===== src/rtl/hazard_stall_ctrl_pkg.sv =====
// Shared encodings and the in-flight stage record used by the interlock controller.
package hazard_stall_ctrl_pkg;

  localparam int REC_REG_W = 5;

  localparam logic [1:0] MTR_ALU = 2'd0;
  localparam logic [1:0] MTR_MEM = 2'd1;
  localparam logic [1:0] MTR_PC4 = 2'd2;

  localparam logic [REC_REG_W-1:0] REG_ZERO = '0;

  typedef struct packed {
    logic                 valid;
    logic [REC_REG_W-1:0] dest;
    logic [1:0]           memtoreg;
  } stage_rec_t;

  function automatic stage_rec_t rec_invalid();
    stage_rec_t r;
    r.valid    = 1'b0;
    r.dest     = REG_ZERO;
    r.memtoreg = MTR_ALU;
    return r;
  endfunction

endpackage


===== src/rtl/hazard_stall_ctrl_match.sv =====
// Compares one in-flight stage record against one ID source operand and
// classifies the hit by the kind of value the producer will write back.
module hazard_match
  import hazard_stall_ctrl_pkg::*;
(
  input  stage_rec_t           rec,
  input  logic [REC_REG_W-1:0] r,
  input  logic                 used,
  output logic                 hit_alu,
  output logic                 hit_mem,
  output logic                 hit_pc4
);

  logic hit;

  // $0 is never a real dependency, so a zero destination can never match.
  assign hit     = rec.valid && used && (rec.dest != REG_ZERO) && (rec.dest == r);
  assign hit_alu = hit && (rec.memtoreg == MTR_ALU);
  assign hit_mem = hit && (rec.memtoreg == MTR_MEM);
  assign hit_pc4 = hit && (rec.memtoreg == MTR_PC4);

endmodule


===== src/rtl/hazard_stall_ctrl.sv =====
// Interlock controller beside ID: shadows the EX/MEM writers and raises
// stall/bubble/flush for hazards the forwarding network cannot resolve.
module hazard_stall_ctrl
  import hazard_stall_ctrl_pkg::*;
#(
  parameter int REG_W = 5,
  parameter int CNT_W = 32
) (
  input  logic             clk,
  input  logic             reset,
  input  logic             freeze,
  input  logic             id_valid,
  input  logic [REG_W-1:0] id_rs,
  input  logic [REG_W-1:0] id_rt,
  input  logic             id_use_rs,
  input  logic             id_use_rt,
  input  logic             id_early,
  input  logic [REG_W-1:0] id_wr_reg,
  input  logic [1:0]       id_memtoreg,
  input  logic             id_redirect,
  output logic             stall_pc,
  output logic             bubble_ex,
  output logic             flush_ifid,
  output logic [CNT_W-1:0] stall_cnt
);

  stage_rec_t       ex_rec_reg, ex_rec_next;
  stage_rec_t       mem_rec_reg;
  logic [CNT_W-1:0] stall_cnt_reg;

  // Index layout: 0 = EX/rs, 1 = EX/rt, 2 = MEM/rs, 3 = MEM/rt.
  logic [3:0] hit_alu, hit_mem, hit_pc4;

  genvar gi;
  generate
    for (gi = 0; gi < 4; gi++) begin : g_match
      hazard_match u_match (
        .rec     ((gi < 2) ? ex_rec_reg : mem_rec_reg),
        .r       ((gi % 2 == 0) ? id_rs : id_rt),
        .used    ((gi % 2 == 0) ? id_use_rs : id_use_rt),
        .hit_alu (hit_alu[gi]),
        .hit_mem (hit_mem[gi]),
        .hit_pc4 (hit_pc4[gi])
      );
    end
  endgenerate

  // Link values (PC_4) are always available on the forward path, so they never interlock.
  logic unused_hits;
  assign unused_hits = |{hit_pc4, hit_alu[3:2]};

  logic load_use, early_op, stall;

  always_comb begin
    load_use = id_valid && !id_early && (hit_mem[0] || hit_mem[1]);
    early_op = id_valid && id_early &&
               (hit_alu[0] || hit_alu[1] || hit_mem[0] || hit_mem[1] ||
                hit_mem[2] || hit_mem[3]);
    stall    = load_use || early_op;
  end

  always_comb begin
    ex_rec_next = rec_invalid();
    if (!stall) begin
      ex_rec_next.valid    = id_valid;
      ex_rec_next.dest     = id_wr_reg;
      ex_rec_next.memtoreg = id_memtoreg;
    end
  end

  always_ff @(posedge clk) begin
    if (!reset) begin
      ex_rec_reg    <= rec_invalid();
      mem_rec_reg   <= rec_invalid();
      stall_cnt_reg <= '0;
    end else if (!freeze) begin
      mem_rec_reg <= ex_rec_reg;
      ex_rec_reg  <= ex_rec_next;
      if (stall) begin
        stall_cnt_reg <= stall_cnt_reg + 1'b1;
      end
    end
  end

  // Freeze overrides everything; a redirect waits until its operands are ready.
  assign stall_pc   = freeze || stall;
  assign bubble_ex  = stall && !freeze;
  assign flush_ifid = id_valid && id_redirect && !stall && !freeze;
  assign stall_cnt  = stall_cnt_reg;

endmodule


===== config.mk =====
export PLATFORM = sky130hd
export DESIGN_NAME = hazard_stall_ctrl
export DESIGN_NICKNAME = d
export VERILOG_FILES = /design/src/rtl/hazard_stall_ctrl_pkg.sv /design/src/rtl/hazard_stall_ctrl_match.sv /design/src/rtl/hazard_stall_ctrl.sv
export SDC_FILE = /design/constraint.sdc
export NUM_CORES = 1
export LEC_CHECK = 0
export CAP_MARGIN = 20
export CORE_UTILIZATION = 42
export CTS_BUF_LIST = sky130_fd_sc_hd__clkbuf_8
export DETAILED_ROUTE_END_ITERATION = 8
export DONT_BUFFER_PORTS = 1
export GPL_ROUTABILITY_DRIVEN = 0
export PLACE_DENSITY = 0.62
export SYNTH_ARGS = -nofsm -noshare
export SYNTH_HDL_FRONTEND = slang
export SYNTH_HIERARCHICAL = 1
export SYNTH_SLANG_ARGS = --single-unit

===== constraint.sdc =====
create_clock -name clk -period 2.5 [get_ports clk]
set_input_delay 0 -clock clk [delete_from_list [all_inputs] [get_ports clk]]
set_output_delay 0 -clock clk [all_outputs]
set_load 0.05 [all_outputs]

* Word level (Yosys, flattened, before mapping) *
Cells that the tools add are included.

storage, ports and cells
  ROM bits = 0
  register bits after elaboration = 48
  bits in latches = 0
  bits of input ports = 25
  memories = 0
  output and inout bits = 35
  word-level logic and storage cells = 57
  RAM bits = 0

cells by class
  shift operators = 0
  bitwise operators = 1
  divide/modulo/power cells = 0
  magnitude comparators = 0
  $add $sub $neg = 1
  multipliers = 0
  multiplexer cells = 1
  reduce and logical (&&, ||, !) cells = 41
  eq/ne operators = 6

operators by type and width
  kind                     number
  $add A32 B1 Y32 const B  1
  $logic_and A1 B1 Y1      26
  $eq A5 B5 Y1             4
  $reduce_bool A5 Y1       2
  $logic_or A1 B1 Y1       8
  $mux W8                  1
  $eq A2 B1 Y1 const B     2
  $logic_not A1 Y1         3
  $logic_not A2 Y1         1
  $reduce_and A2 Y1        1
  $not A1 Y1               1

* Logic depth before layout (Yosys ltp) *
  word-level depth = 14
  gate-level depth with buffers = 9
  gate-level depth less buffers = 7

* Modules after synthesis *
The synthesis kept the hierarchy.

modules (own cells, without submodules)
  module             cells each  times used  area an instance (sq um)  sequential area each (sq um)
  hazard_stall_ctrl  249         1           2258.4                    960.9
  hazard_match       16          4           111.4                     0.0

* Least setup slack after synthesis *
No wires, ideal clock.

  path kind = register to output
  from = register ex_rec_reg[4] in the netlist's numbering
  to = output flush_ifid
  cell stages (with the launch flop) = 7
  setup slack = -336 ps
  data arrival time = 2836 ps
  cells stage by stage = dfxtp_1 > or4_1 > nor2_2 > nor4_1 > o41ai_4 > nand2_1 > nor3_1

between the ends
  longest elaborated chain between the ends = 14
  elaborated cells on any way between the ends = 23

ends and longest elaborated chain
  item                                   RTL line                       text
  start: declaration                     hazard_stall_ctrl.sv:27        stage_rec_t ex_rec_reg, ex_rec_next;
  start signal: assignment               hazard_stall_ctrl.sv:73        ex_rec_reg <= rec_invalid();
  start signal: assignment               hazard_stall_ctrl.sv:78        ex_rec_reg <= ex_rec_next;
  $reduce_bool A5 Y1                     hazard_stall_ctrl_match.sv:17  assign hit = rec.valid && used && (rec.dest != REG_ZERO) && (rec.dest == r);
  $logic_and A1 B1 Y1                    hazard_stall_ctrl_match.sv:17
  $logic_and A1 B1 Y1 (*)                hazard_stall_ctrl_match.sv:17
  $logic_and A1 B1 Y1 (*)                hazard_stall_ctrl_match.sv:18  assign hit_alu = hit && (rec.memtoreg == MTR_ALU);
  via hit_alu[1]                         hazard_stall_ctrl.sv:32        logic [3:0] hit_alu, hit_mem, hit_pc4;
  $logic_or A1 B1 Y1 (*) (4 in series)   hazard_stall_ctrl.sv:57        (hit_alu[0] || hit_alu[1] || hit_mem[0] || hit_mem[1] ||
  $logic_or A1 B1 Y1 (*)                 hazard_stall_ctrl.sv:58        hit_mem[2] || hit_mem[3]);
  $logic_and A1 B1 Y1 (*)                hazard_stall_ctrl.sv:56        early_op = id_valid && id_early &&
  $logic_or A1 B1 Y1 (*)                 hazard_stall_ctrl.sv:59        stall = load_use || early_op;
  $logic_not A1 Y1 (*)                   hazard_stall_ctrl.sv:88        assign flush_ifid = id_valid && id_redirect && !stall && !freeze;
  $logic_and A1 B1 Y1 (*) (2 in series)  hazard_stall_ctrl.sv:88
  end: declaration                       hazard_stall_ctrl.sv:23        output logic flush_ifid,

The timed path passes the listed nets; every way through them passes the cells marked *.

* Worst setup path after layout *
  from = register ex_rec_reg[6] in the netlist's numbering
  to = output flush_ifid

Same word-level chain as after synthesis.

==> flow_metrics.tcl <==
set metrics [dict create \
    wl_mm 6.959 \
    die_area_sq_mm 0.006542 \
    critical_path_arrival_ns 2.54 \
    grt.total_usage_pct 21.48 \
    slew_headroom_pct 38.40 \
    hold_end "stall_cnt[5]$_SDFFE_PN0P_" \
    grtUsageMet2_pct 35.29 \
    grt_pass1_wl_mm 10.78 \
    leakage_nw 1.146 \
    cts_root_buf "clkbuf_8" \
    cp-end-kind "output pin" \
    hold_class "input port to flop" \
    r2r_slack_ns 0 \
    clk_pin_slew_ns 0.08 \
    min_from "id_early" \
    portBuffers 0 \
    start_util_pct 43.89 \
    antenna_found_initial 0 \
    netlist_area_sq_mm 0.002614 \
    largest_reg_flops 32 \
    yosysWarnings 6 \
    cp-start-kind "flop" \
    violations "negative setup slack" \
    layout-drive-gt1-share_pct 25.71 \
    drt-wirelength-per-cell_um 16.37 \
    dr.pass1.iters 4 \
    antenna_left 0 \
    diodes 0 \
    areaGrowthSynthToFinish_pct 28.48 \
    setup_ws_ns -0.04229 \
    cts_made_buffers 5 \
    ios 60 \
    syn_area_per_cell_sq_um 8.742 \
    hold_viol_final 0 \
    fin_util_pct 56.39 \
    report.final.slew_viol_count 0 \
    grt_max_degree 35 \
    slowest_stage "or4_4" \
    chipWidth_um 80.89 \
    grt_pass1_vias 2255 \
    status "finished with violations" \
    crit_top_cell "buf_6" \
    worst_pin_slew_ns 0.9210 \
    clock_skew_ns 0.006460 \
    power.switching_mw 0.3364 \
    required_ns 2.50 \
    powerDensity_mw_per_mm2 406.3 \
    top_usage_layer "met2" \
    p_int_mw 1.028 \
    dr_total_vias 2443 \
    hold_depth 4 \
    cpPeakStageDelay_ns 0.53 \
    seqPwrFrac_pct 58.3 \
    rows 28 \
    ir_drop_mv 0.3268 \
    fmax_mhz 393.3 \
    layout.nets 376 \
    worstSetupPathType "flop to output pin" \
    fin_crit_sh_pct 101.7 \
    power_mw 1.365 \
    die_h_um 80.89 \
    place_worst_setup_slack_ns 0.03368 \
    fin_tns_setup_ns -0.09136 \
    setup_viol 3 \
    dp_hpwl_mm 4.720 \
    cp_cell_sequence "or4_4 -> nor2_4 -> nor4_4 -> buf_4 -> o41ai_4 -> nand2_1 -> buf_6 -> nor3_4 -> buf_6" \
    clk_path_buf_depth 2 \
    synth_cells 299 \
    grt_overflow 0 \
    cts.sinks 48 \
    clkLatencyLatePin_ns 0.30 \
    htreeDepth 2 \
    r2r_end "ex_rec_reg[6]$_SDFFE_PN0N_" \
    r2r.worst_path.cells 10 \
    switching_share_pct 24.65 \
    rsz0062_at_grt "true" \
    drv_cap 0 \
    power_frac_comb_pct 10.0 \
    design.core.area_sq_mm 0.005956 \
    cts_tree "yes" \
    reg2reg_from "ex_rec_reg[6]$_SDFFE_PN0N_" \
    pwr-share-clk_pct 31.7 \
    drt_iter0_markers 97 \
    syn_nets 325 \
    period_minus_slack_ns 2.542 \
    cp_max_fo 6 \
    drc 0 \
    met3_usage_pct 5.730 \
    drt-vias-per-instance 5.748 \
    grtUsageMet1_pct 27.11 \
]
==> power by group through the flow <==
stage                     registers, mW  clock network [mW]  logic [mW]
final                             0.795               0.432       0.137
after global routing              0.798               0.477       0.149
after CTS                         0.794               0.449       0.123
after detailed placement          0.811                   0      0.0988
after global placement            0.811                   0      0.0962
after floorplan                   0.807                   0      0.0902
==> routing by layer <==
| metal | wire length [um] | part of all wire [%] |
|---|---|---|
| met1 | 3127 | 45 |
| met2 | 3281 | 47 |
| met3 | 425 | 6.1 |
| met4 | 125 | 1.8 |
| met5 | 0 | 0 |
==> cell usage in the layout (no fill, tap or decap), types with 7 or more instances in the layout <==
| master | instances |
|---|---|
| a22o_1 | 8 |
| nor2_1 | 19 |
| dfxtp_1 | 39 |
| nand4_1 | 9 |
| nand2b_1 | 13 |
| a21oi_1 | 11 |
| dfxtp_2 | 7 |
| nor4_1 | 12 |
| xnor2_1 | 26 |
| nand2_1 | 25 |
| buf_4 | 42 |
| nand3_1 | 17 |
| or4_1 | 13 |
| mux2i_1 | 21 |
| o31ai_1 | 9 |
| dlygate4sd3_1 | 10 |
==> timing repair <==
item                       4_1_cts  5_1_grt
pin swaps                        2        8
hold endpoints to repair        30        0
resized for setup                7       31
hold buffers                    10        0
setup endpoints to repair        2       38
setup buffers                    2        4
==> critical path, delay by kind of cell, from the launching register on <==
| kind | cells | cell delay [ns] |
|---|---|---|
| buffers and inverters | 3 | 0.46 |
| and+or+nand+nor | 5 | 1.04 |
| DFF | 1 | 0.37 |
| AOI/OAI and AO/OA | 1 | 0.37 |
==> worst max-delay path by stage <==
stage | from | slack (ns) | endpoint
after floorplan | ex_rec_reg[2]$_SDFFE_PN0N_ | 0.04 | stall_cnt[10]$_SDFFE_PN0P_
after global placement | ex_rec_reg[6]$_SDFFE_PN0N_ | 0.07 | stall_cnt[13]$_SDFFE_PN0P_
after detailed placement | ex_rec_reg[6]$_SDFFE_PN0N_ | 0.03 | stall_cnt[19]$_SDFFE_PN0P_
after CTS | ex_rec_reg[4]$_SDFFE_PN0N_ | -0.03 | flush_ifid
after global routing | ex_rec_reg[6]$_SDFFE_PN0N_ | -0.15 | flush_ifid
final | ex_rec_reg[6]$_SDFFE_PN0N_ | -0.04 | flush_ifid
==> cell type report <==
cell class,count,area [sq um]
multi-input cells,233,1695
well taps,75,93.84
clock inverters,2,8.758
fillers,563,2597
flip-flops and latches,48,977.2
inverters,3,11.26
clock buffers,5,68.82
repair buffers,59,503.0
==> metrics by stage <==
stage	cells	cell area [sq um]	hold slack (ns)
final	425	3358	0.04103
after global placement	402	2993	0.1263
after CTS	421	3197	0.03523
after floorplan	299	2623	0.1257
after detailed placement	402	2993	0.1287
after global routing	425	3358	0.05862
Note: power is estimated with default switching activity, not from simulation.
